--- config.mk ---
export PLATFORM = sky130hd
export DESIGN_NAME = frame_buffer_scheduler
export DESIGN_NICKNAME = d
export VERILOG_FILES = /design/src/rtl/output_pkg.sv /design/src/rtl/frame_buffer_scheduler.sv
export SDC_FILE = /design/constraint.sdc
export NUM_CORES = 1
export LEC_CHECK = 0
export ABC_CLOCK_PERIOD_IN_PS = 2050
export CORE_UTILIZATION = 55
export DETAILED_ROUTE_END_ITERATION = 7
export DONT_BUFFER_PORTS = 1
export PLACE_DENSITY = 0.66
export SLEW_MARGIN = 20
export SYNTH_ARGS = -nofsm -noshare
export SYNTH_HDL_FRONTEND = slang
export SYNTH_SLANG_ARGS = --single-unit
--- constraint.sdc ---
create_clock -name clock -period 2.05 [get_ports clock]
set_input_delay 0.1025 -clock clock [delete_from_list [all_inputs] [get_ports clock]]
set_output_delay 0.1025 -clock clock [all_outputs]
set_load 0.01 [all_outputs]
--- src/rtl/output_pkg.sv ---
// Shared definitions for the output pipeline: frame-buffer scheduler state
// encoding, half-buffer names and the default inter-frame gap.
package output_pkg;

  typedef enum logic [1:0] {
    ST_IDLE   = 2'd0,
    ST_WAIT   = 2'd1,
    ST_OUTPUT = 2'd2,
    ST_GAP    = 2'd3
  } fbs_state_e;

  // Half-buffer selectors: the value driven on frame-memory address bit 15.
  localparam logic BUF_A = 1'b0;
  localparam logic BUF_B = 1'b1;

  // Covers the fetch stage's 6-cycle done pipeline plus its address reload.
  localparam int unsigned GAP_CYCLES_DEFAULT = 8;

  // The half that is not `sel`; ping-pong roles always alternate.
  function automatic logic other_buf(input logic sel);
    return (sel == BUF_A) ? BUF_B : BUF_A;
  endfunction

endpackage

--- src/rtl/frame_buffer_scheduler.sv ---
// Ping-pong frame-buffer scheduler. One half of frame memory is handed to the
// processing writer while the other is streamed out by the fetch stage; the
// roles swap at frame boundaries. All outputs are registered.
module frame_buffer_scheduler
  import output_pkg::*;
#(
  parameter int unsigned GAP_CYCLES    = GAP_CYCLES_DEFAULT,
  parameter int unsigned FRAME_COUNT_W = 16
) (
  input  logic                     clock,
  input  logic                     reset_n,
  input  logic                     enable,
  input  logic                     proc_frame_done,
  input  logic                     out_done,
  output logic                     proc_ready,
  output logic                     write_base_offset,
  output logic                     out_start,
  output logic                     output_base_offset,
  output logic [FRAME_COUNT_W-1:0] frame_count,
  output logic                     overrun,
  output logic                     busy
);

  localparam int unsigned GAP_W = (GAP_CYCLES > 1) ? $clog2(GAP_CYCLES) : 1;
  // GAP is entered with GAP_CYCLES-1 and left when the counter reads zero,
  // giving exactly GAP_CYCLES cycles in GAP.
  localparam logic [GAP_W-1:0] GAP_LOAD = GAP_W'(GAP_CYCLES - 1);

  fbs_state_e               state_q, state_d;
  logic [GAP_W-1:0]         gap_cnt_q, gap_cnt_d;
  logic                     wr_sel_q, wr_sel_d;
  logic                     rd_sel_q, rd_sel_d;
  logic [1:0]               buf_full_q, buf_full_d;
  logic                     accept_pend_q, accept_pend_d;
  logic                     proc_ready_q, proc_ready_d;
  logic                     out_start_q, out_start_d;
  logic                     output_base_offset_q, output_base_offset_d;
  logic [FRAME_COUNT_W-1:0] frame_count_q, frame_count_d;
  logic                     overrun_q, overrun_d;
  logic                     busy_q, busy_d;
  logic                     out_done_q;
  logic                     out_done_prev_q;

  logic                     out_done_rise;
  logic                     release_buf;

  // out_done is a level; only its low-to-high transition ends a frame, so a
  // level held across frames cannot re-trigger.
  assign out_done_rise = out_done_q & ~out_done_prev_q;

  // Output-side sequencing: wait for a full half, stream it, then hold start
  // low for the gap so the fetch stage can drain and reload its address.
  always_comb begin
    state_d              = state_q;
    gap_cnt_d            = gap_cnt_q;
    out_start_d          = out_start_q;
    output_base_offset_d = output_base_offset_q;
    release_buf          = 1'b0;
    case (state_q)
      ST_IDLE: begin
        if (enable) begin
          state_d = ST_WAIT;
        end else begin
          state_d = ST_IDLE;
        end
      end
      ST_WAIT: begin
        if (!enable) begin
          state_d = ST_IDLE;
        end else if (buf_full_q[rd_sel_q]) begin
          state_d              = ST_OUTPUT;
          out_start_d          = 1'b1;
          output_base_offset_d = rd_sel_q;
        end else begin
          state_d = ST_WAIT;
        end
      end
      ST_OUTPUT: begin
        // enable is deliberately ignored here: a started frame always completes.
        if (out_done_rise) begin
          state_d     = ST_GAP;
          out_start_d = 1'b0;
          gap_cnt_d   = GAP_LOAD;
          release_buf = 1'b1;
        end else begin
          state_d = ST_OUTPUT;
        end
      end
      ST_GAP: begin
        if (gap_cnt_q == {GAP_W{1'b0}}) begin
          state_d = ST_WAIT;
        end else begin
          gap_cnt_d = gap_cnt_q - GAP_W'(1);
        end
      end
      default: begin
        state_d     = ST_IDLE;
        out_start_d = 1'b0;
      end
    endcase
    busy_d = (state_d == ST_OUTPUT) || (state_d == ST_GAP);
  end

  // Buffer ownership: a writer completion is judged against the registered
  // proc_ready it could see, then committed one cycle later; a release frees
  // the read half and advances the frame counter.
  always_comb begin
    buf_full_d    = buf_full_q;
    wr_sel_d      = wr_sel_q;
    rd_sel_d      = rd_sel_q;
    frame_count_d = frame_count_q;
    overrun_d     = overrun_q;
    accept_pend_d = 1'b0;
    if (proc_frame_done) begin
      if (proc_ready_q) begin
        accept_pend_d = 1'b1;
      end else begin
        overrun_d = 1'b1;
      end
    end else begin
      accept_pend_d = 1'b0;
    end
    if (release_buf) begin
      buf_full_d[rd_sel_q] = 1'b0;
      rd_sel_d             = other_buf(rd_sel_q);
      frame_count_d        = frame_count_q + FRAME_COUNT_W'(1);
    end else begin
      rd_sel_d = rd_sel_q;
    end
    if (accept_pend_q) begin
      buf_full_d[wr_sel_q] = 1'b1;
      wr_sel_d             = other_buf(wr_sel_q);
    end else begin
      wr_sel_d = wr_sel_q;
    end
    proc_ready_d = ~buf_full_d[wr_sel_d];
  end

  // State and output registers; reset returns everything to an idle, empty
  // scheduler so the fetch stage sees start low immediately.
  always_ff @(posedge clock or negedge reset_n) begin
    if (!reset_n) begin
      state_q              <= ST_IDLE;
      gap_cnt_q            <= {GAP_W{1'b0}};
      wr_sel_q             <= BUF_A;
      rd_sel_q             <= BUF_A;
      buf_full_q           <= 2'b00;
      accept_pend_q        <= 1'b0;
      proc_ready_q         <= 1'b1;
      out_start_q          <= 1'b0;
      output_base_offset_q <= BUF_A;
      frame_count_q        <= {FRAME_COUNT_W{1'b0}};
      overrun_q            <= 1'b0;
      busy_q               <= 1'b0;
      out_done_q           <= 1'b0;
      out_done_prev_q      <= 1'b0;
    end else begin
      state_q              <= state_d;
      gap_cnt_q            <= gap_cnt_d;
      wr_sel_q             <= wr_sel_d;
      rd_sel_q             <= rd_sel_d;
      buf_full_q           <= buf_full_d;
      accept_pend_q        <= accept_pend_d;
      proc_ready_q         <= proc_ready_d;
      out_start_q          <= out_start_d;
      output_base_offset_q <= output_base_offset_d;
      frame_count_q        <= frame_count_d;
      overrun_q            <= overrun_d;
      busy_q               <= busy_d;
      out_done_q           <= out_done;
      out_done_prev_q      <= out_done_q;
    end
  end

  assign proc_ready         = proc_ready_q;
  assign write_base_offset  = wr_sel_q;
  assign out_start          = out_start_q;
  assign output_base_offset = output_base_offset_q;
  assign frame_count        = frame_count_q;
  assign overrun            = overrun_q;
  assign busy               = busy_q;

endmodule

Word level (Yosys, flattened, before mapping)

Cells that the tools add are included.

Add/sub/neg operators: 2
Magnitude comparators: 5
Eq/ne operators: 9
Multiplexer cells: 30
Bitwise logic cells: 7
Reduce and logical (&&, ||, !) cells: 11

Operators by type and width:

| cell                                                      | count |
|---|---|
| 2-to-1 mux 1 bit                                          | 18 |
| adder 16 x 1 -> 16 bit (second input constant)            | 1 |
| 2-to-1 mux 2 bit                                          | 5 |
| == test 2 bit (second input constant)                     | 4 |
| != test 2 bit (second input constant)                     | 4 |
| one-hot mux 2 bit (4 select lines)                        | 1 |
| < comparator 1 x 2 -> 1 bit (second input constant)       | 3 |
| 2-to-1 mux 3 bit                                          | 2 |
| one-hot mux 3 bit (2 select lines)                        | 1 |
| AND reduction 3 bit                                       | 2 |
| AND reduction 4 bit                                       | 1 |
| nonzero test 2 bit                                        | 2 |
| logical NOT 3 bit                                         | 1 |
| NOT 1 bit                                                 | 3 |
| subtractor 3 x 1 -> 3 bit (second input constant)         | 1 |
| bitwise AND 2 bit                                         | 1 |
| demux 1 bit (select 1 bit)                                | 2 |
| == test 2 x 1 -> 1 bit (second input constant)            | 1 |
| greater-or-equal comparator 1 bit (second input constant) | 2 |
| logical AND 1 bit                                         | 2 |
| logical NOT 2 bit                                         | 1 |
| NOT 2 bit                                                 | 1 |
| OR 2 bit                                                  | 1 |
| one-hot mux 1 bit (2 select lines)                        | 1 |
| 3 further kinds                                           | 3 |

Register bits: 33
Input bits: 5
Logic and storage cells: 78

Longest topological paths before layout

Gate-level depths: netlist of the first run.

Depth in word-level cells: 12
Depth in mapped cells: 7

Worst setup path after synthesis of the first run

No wires, ideal clock.

Path type: register to register
Start: register rd_sel_q
End: register output_base_offset_q, in the netlist output_base_offset
Library setup time: 0.128 ns
Data arrival time: 1.298 ns
Setup slack: 0.624 ns
Cell stages (with the launch flop): 6
Clock period less this slack: 1.426 ns
Path through: dfrtp_1 > buf_2 > mux2_1 > nand2_1 > nor3b_2 > mux2_1

Word-level cells in the longest chain between the ends: 3

Ends and longest elaborated chain:

| what                                                | RTL line                      | text |
|---|---|---|
| from (decl)                                         | frame_buffer_scheduler.sv:32  | `logic rd_sel_q, rd_sel_d;` |
| from (signal assigned)                              | frame_buffer_scheduler.sv:161 | `rd_sel_q <= rd_sel_d;` |
| 2-to-1 mux 1 bit (not written as such) (2 in a row) | frame_buffer_scheduler.sv:70  | `end else if (buf_full_q[rd_sel_q]) begin` |
| AND reduction 3 bit (no source line)                | n/a                           |  |
| to (signal assigned)                                | frame_buffer_scheduler.sv:166 | `output_base_offset_q <= output_base_offset_d;` |
| to (decl)                                           | frame_buffer_scheduler.sv:37  | `logic output_base_offset_q, output_base_offset_d;` |

Several ways; a longest one is shown, not always the timed one. The select of a mux whose other input is x is not followed.
A chain may end at the register's enable or synchronous reset.

Final worst setup path of the first run

Start: register state_q[0]
End: register frame_count_q[7], in the netlist frame_count[7]

Word-level cells in the longest chain between the ends: 2

Ends and longest elaborated chain:

| what                   | RTL line                      | text |
|---|---|---|
| from (decl)            | frame_buffer_scheduler.sv:29  | `fbs_state_e state_q, state_d;` |
| from (signal assigned) | frame_buffer_scheduler.sv:158 | `state_q <= state_d;` |
| == test 2 bit          | frame_buffer_scheduler.sv:59  | `case (state_q)` |
| 2-to-1 mux 1 bit       | frame_buffer_scheduler.sv:59  |  |
| to (signal assigned)   | frame_buffer_scheduler.sv:152 | `frame_count_q <= {FRAME_COUNT_W{1'b0}};` |
| to (signal assigned)   | frame_buffer_scheduler.sv:167 | `frame_count_q <= frame_count_d;` |
| to (decl)              | frame_buffer_scheduler.sv:38  | `logic [FRAME_COUNT_W-1:0] frame_count_q, frame_count_d;` |

Every way passes these cells.

==> results of run 1 <==
==> worst max-delay path by stage <==
stage / to
6_report: frame_count[7]
5_1_grt: frame_count[7]
4_1_cts: frame_count[7]
3_5_place_dp: frame_count[7]
3_3_place_gp: frame_count[7]
2_1_floorplan: output_base_offset
==> power groups by stage <==
stage | Sequential (mW) | Combinational (mW) | Clock (mW)
floorplan | 0.957 | 0.348 | 0
global placement | 0.993 | 0.395 | 0
detailed placement | 0.997 | 0.415 | 0
CTS | 0.988 | 0.439 | 0.385
global route | 1.02 | 0.509 | 0.420
finish | 0.988 | 0.432 | 0.365
==> worst reg2reg max path, cell delays in order, from the launching register on <==
cell	delay, ns
dfrtp_1	0.45
nand4bb_1	0.20
buf_4	0.19
nor3_4	0.31
and3_1	0.22
xor2_1	0.15
==> synth_stat cells (all sizes together) <==
| master | instances |
|---|---|
| o21a | 1 |
| and4 | 3 |
| nand3 | 3 |
| inv | 7 |
| and3b | 1 |
| nand2 | 12 |
| nor2 | 3 |
| a21o | 2 |
| dfrtp | 31 |
| dfstp | 1 |
| buf | 2 |
| xor2 | 6 |
| xnor2 | 12 |
| o21ai | 2 |
| and2 | 2 |
| a22o | 1 |
| nand4bb | 1 |
| nor3b | 1 |
| ha | 3 |
| and3 | 3 |
| nand4 | 3 |
| nand2b | 2 |
| o221ai | 1 |
| mux2 | 2 |
| a21oi | 4 |
| nor3 | 2 |
| or2 | 1 |
| a31oi | 1 |
| and4bb | 1 |
==> logic make-up after synthesis <==
| family | count (synthesis) | share of synthesized area (%) |
|---|---|---|
| buffers and inverters | 9 | 3.08 |
| AND/OR/NAND/NOR | 38 | 17.6 |
| adder cells (fa/ha/maj) | 3 | 2.72 |
| AO/OA/AOI/OAI | 12 | 5.52 |
| flip-flops | 32 | 58.0 |
| XOR/XNOR | 18 | 11.4 |
| multiplexers | 2 | 1.63 |
==> per-layer routing <==
layer  track usage (%)  part of all wire, %  routed length, um
met3              7.89                  5.2                118
met2              32.7                   48               1100
met1              23.4                   43                984
met4              17.1                  2.9                 67
met5                 0                    0                  0
==> layout make-up <==
| class | count | area (sq um) |
|---|---|---|
| Sequential cell | 32 | 802 |
| Fill cell | 184 | 762 |
| Multi-Input combinational cell | 73 | 538 |
| Timing Repair Buffer | 7 | 75.1 |
| Clock buffer | 8 | 58.8 |
| Tap cell | 28 | 35.0 |
| Inverter | 7 | 26.3 |
==> what timing repair did <==
action / in CTS / in global routing
setup buffers: 0 / 0
endpoints found under the hold margin: 36 / 0
hold buffers: 5 / 0
==> out/metrics.yaml, run 1 <==
worst_hold_path:
  min_to: "busy"
  hold_path.class: "in -> reg"
  min-delay-start: "enable"
  hold_depth: 2
pwr:
  intPower_mw: 1.17
  power.leakage_nw: 0.744
  p_switching_mw: 0.615
  combPwrFrac_pct: 24.2
  peakVddDrop_v: 0.00100
  p_per_area_mw_per_mm2: 1160
  clockPowerShare_pct: 20.5
  p_sw_share_pct: 34.4
  p_seq_share_pct: 55.3
  fin_total_pwr_mw: 1.79
critical_path:
  crit_family: "simple AND/OR/NAND/NOR gates"
  cp.buffers_inverters: 1
  startpoint_type: "flop"
  slowest_delay_ns: 0.45
  reg2reg_setup_slack_ns: 0.46
  critPathSlowestCell: "dfrtp_1"
  crit_arrival_ns: 1.84
  r2r-start: "state_q[0]"
  endpoint_kind: "flop"
  cp-startpoint: "state_q[0]"
  path_cells: "nand4bb_1 > buf_4 > nor3_4 > and3_1 > xor2_1"
  r2r_end: "frame_count[7]"
  crit_type: "reg -> reg"
  rr_worst_depth: 5
  cp.required_ns: 2.29
  cp_max_fo: 8
  cp.depth: 5
sta:
  fin_crit_ns: 1.59
  fin_ws_ns: 0.457
  min_period_over_period_pct: 77.7
  setup_viol: 0
  slew_headroom_pct: 76.7
  hold_ws_ns: 0.128
  worst_pin_slew_ns: 0.348
  rsz0062_at_grt: "false"
  fmax_mhz: 628
  hold_viol_final: 0
  finClkSkew_ns: 0.00951
  slew_violations: 0
  tns_ns: 0
cts:
  cts_buffers: 5
  tritoncts: "built"
  clk_pin_slew_ns: 0.09
  cts_resized: 0
  htreeDepth: 2
  clk_latency_ns: 0.32
  cts_buffer_depth: 2
  clock-root-buffer: "clkbuf_4"
  clkSinkCount: 32
cells_and_area:
  syn_to_final_growth_pct: 11.0
  fin_nets: 134
  final_cell_mix: "31 x dfrtp_1, 12 x nand2_1, 12 x xnor2_1"
  diodes: 0
  largest_reg_flops: 16
  stdcell_count: 155
  final_cell_area_sq_mm: 0.00154
  drive_gt1_share_pct: 10.2
  final_util_pct: 66.8
  layout_commonest_cell: "dfrtp_1"
drt:
  drt_iter0_markers: 9
  dr_total_vias: 873
  drt_first_pass_iters: 4
  ant_nets: 0
  wirelength_mm: 2.27
  wl_per_cell_um: 14.7
  vias_per_cell: 5.63
  drc: 0
synthesis:
  synth_top_area_share_pct: 56.1
  yosysSeqAreaShare_pct: 58.0
  yosysTopAreaCell: "dfrtp_1"
  ys_seq_elements: 32
  ys_types: 30
  yosys_warnings: 0
  synth_area_sq_mm: 0.00138
  netlist_instances: 114
  avgSynthCellArea_sq_um: 12.1
  synth_area_leaders: "dfrtp_1 56%, xnor2_1 7.6%, xor2_1 3.8%"
  synth_nets: 122
global_routing:
  grt_pass1_vias: 916
  grt_usage_pct: 21.3
  grt_pass1_wl_mm: 3.94
  grt_overflow_total: 0
  antenna_found_initial: 0
  grt_max_degree: 33
die:
  fp.dieH_um: 52.1
  core_sq_mm: 0.00230
  die_area_sq_mm: 0.00272
  io_pins: 27
  die_w_um: 52.1
  start_util_pct: 60.2
  rows: 17
place:
  place_ws_ns: 0.484
  portBuffers: 0
  dp_cells: 142
  hpwl_mm: 1.54
  gp_congestion: 0.798
  placed_cell_area_sq_mm: 0.00142
run:
  maxCapViolCount: 0
outcome:
  outcome: "finished, final reports clean"
(Power assumes the default switching activity.)
==> inputs of run 2 (changes only) <==
--- a/config.mk
+++ b/config.mk
@@ -5,7 +5,7 @@
 export SDC_FILE = /design/constraint.sdc
 export NUM_CORES = 1
 export LEC_CHECK = 0
-export ABC_CLOCK_PERIOD_IN_PS = 2050
+export ABC_CLOCK_PERIOD_IN_PS = 1670
 export CORE_UTILIZATION = 55
 export DETAILED_ROUTE_END_ITERATION = 7
 export DONT_BUFFER_PORTS = 1
==> constraint.sdc (replaced) <==
create_clock -name clock -period 1.67 [get_ports clock]
set_input_delay 0.0835 -clock clock [delete_from_list [all_inputs] [get_ports clock]]
set_output_delay 0.0835 -clock clock [all_outputs]
set_load 0.01 [all_outputs]
==> run 2 against run 1 <==
Net effect: non-clock buffer count increased by 6; global-route usage grew 0.22 points; core utilization is 2.2 points higher; fmax increased by 4.1%; sequential power grew 13%; critical path type unchanged; largest power group unchanged.
==> out/metrics.yaml, run 2 (synthesized netlist as in run 1, its figures left out) <==
critical_path:
  critPathSlowestCell: "dfrtp_1"
  startpoint_type: "flop"
  slowest_delay_ns: 0.39
  path_cells: "nand4bb_1 > nor3_4 > and3_1 > xor2_1"
  r2r_end: "frame_count[7]"
  crit_type: "reg -> reg"
  cp_max_fo: 6
  rr_worst_depth: 4
  reg2reg_setup_slack_ns: 0.14
  cp-endpoint: "frame_count[7]"
  cp-startpoint: "out_done_prev_q"
  endpoint_kind: "flop"
  crit_arrival_ns: 1.79
  r2r-start: "out_done_prev_q"
  cp.required_ns: 1.93
sta:
  rsz0062_at_grt: "false"
  worst_pin_slew_ns: 0.324
  min_period_over_period_pct: 91.6
  slew_headroom_pct: 78.3
  hold_ws_ns: 0.0910
  hold_viol_final: 0
  finClkSkew_ns: 0.00664
  tns_ns: 0
  slew_violations: 0
  fmax_mhz: 654
  setup_viol: 0
  fin_crit_ns: 1.53
cts:
  cts_buffer_depth: 2
  clk_latency_ns: 0.33
  htreeDepth: 2
  clkSinkCount: 32
  cts_resized: 0
  clock-root-buffer: "clkbuf_4"
  cts_buffers: 5
  clk_pin_slew_ns: 0.09
  tritoncts: "built"
cells_and_area:
  final_cell_area_sq_mm: 0.00159
  largest_reg_flops: 16
  fin_nets: 140
  final_cell_mix: "31 x dfrtp_1, 12 x nand2_1, 12 x xnor2_1"
  final_util_pct: 69.1
  syn_to_final_growth_pct: 14.8
  diodes: 0
  drive_gt1_share_pct: 15.2
  layout_commonest_cell: "dfrtp_1"
pwr:
  power.leakage_nw: 0.779
  fin_total_pwr_mw: 2.32
  p_per_area_mw_per_mm2: 1460
  peakVddDrop_v: 0.000967
global_routing:
  grt_usage_pct: 21.5
  grt_overflow_total: 0
  antenna_found_initial: 0
  grt_pass1_vias: 915
  grt_pass1_wl_mm: 3.96
  grt_max_degree: 33
drt:
  drt_first_pass_iters: 3
  vias_per_cell: 5.36
  drc: 0
  ant_nets: 0
  wirelength_mm: 2.37
  wl_per_cell_um: 14.8
  drt_iter0_markers: 8
  dr_total_vias: 858
die:
  fp.dieH_um: 52.1
  rows: 17
  die_area_sq_mm: 0.00272
  die_w_um: 52.1
  core_sq_mm: 0.00230
  start_util_pct: 60.2
  io_pins: 27
place:
  portBuffers: 0
  hpwl_mm: 1.71
  gp_congestion: 0.757
  placed_cell_area_sq_mm: 0.00146
worst_hold_path:
  hold_path.class: "in -> reg"
outcome:
  outcome: "finished, final reports clean"
run:
  maxCapViolCount: 0
==> run 2: cell types whose count changed in the layout (fill, tap and decap cells not counted), sizes merged <==
cell | before | now
buf | 3 | 9
clkbuf | 8 | 7
==> run 2: routing by layer <==
| metal | GRT usage (%) | up-vias | wire [um] | share of wire [%] |
|---|---|---|---|---|
| met5 | 0 | - | 0 | 0 |
| met4 | 9.21 | 0 | 16 | 0.67 |
| met3 | 12.0 | 2 | 168 | 7.1 |
| met2 | 33.3 | 22 | 1110 | 47 |
| met1 | 24.2 | 413 | 1080 | 46 |
| li1 | - | 421 | - | - |
==> run 2: repair_timing <==
item | in CTS | in global routing
endpoints found under the hold margin | 36 | 0
endpoints found under the setup margin | 0 | 0
hold buffers | 5 | 0
buffers inserted | 0 | 0
==> run 2: worst min path at each step <==
| stage | cells past startpoint | startpoint | slack (ns) | end |
|---|---|---|---|---|
| floorplan | 0 | reset_n | -0.21 | accept_pend_q |
| global placement | 0 | reset_n | -0.21 | frame_count[2] |
| detailed placement | 0 | reset_n | -0.21 | overrun |
| CTS | 2 | enable | 0.07 | busy |
| global route | 2 | enable | 0.08 | busy |
| finish | 2 | enable | 0.09 | busy |
==> run 2: report_power, final <==
part           switching (mW)  internal [mW]
registers               0.148          0.974
logic                   0.379          0.338
clock network           0.246          0.238
==> run 2: critical path, delay by kind of cell (launching register included) <==
family	cells	cell delay, ns
flops	1	0.39
xor+xnor	1	0.14
simple gates	3	0.92
==> run 2: layout make-up <==
cell class / instances / area (sq um)
Inverter: 7 / 26.3
Fill cell: 169 / 711
Timing Repair Buffer: 13 / 120
Sequential cell: 32 / 802
Multi-Input combinational cell: 73 / 538
Clock buffer: 7 / 65.1
Tap cell: 28 / 35.0
==> run 2: metrics by stage <==
step	cells	setup WS [ns]
finish	160	0.140
detailed placement	148	0.161
global route	160	0.0288
floorplan	114	0.244
global placement	148	0.203
CTS	160	0.127
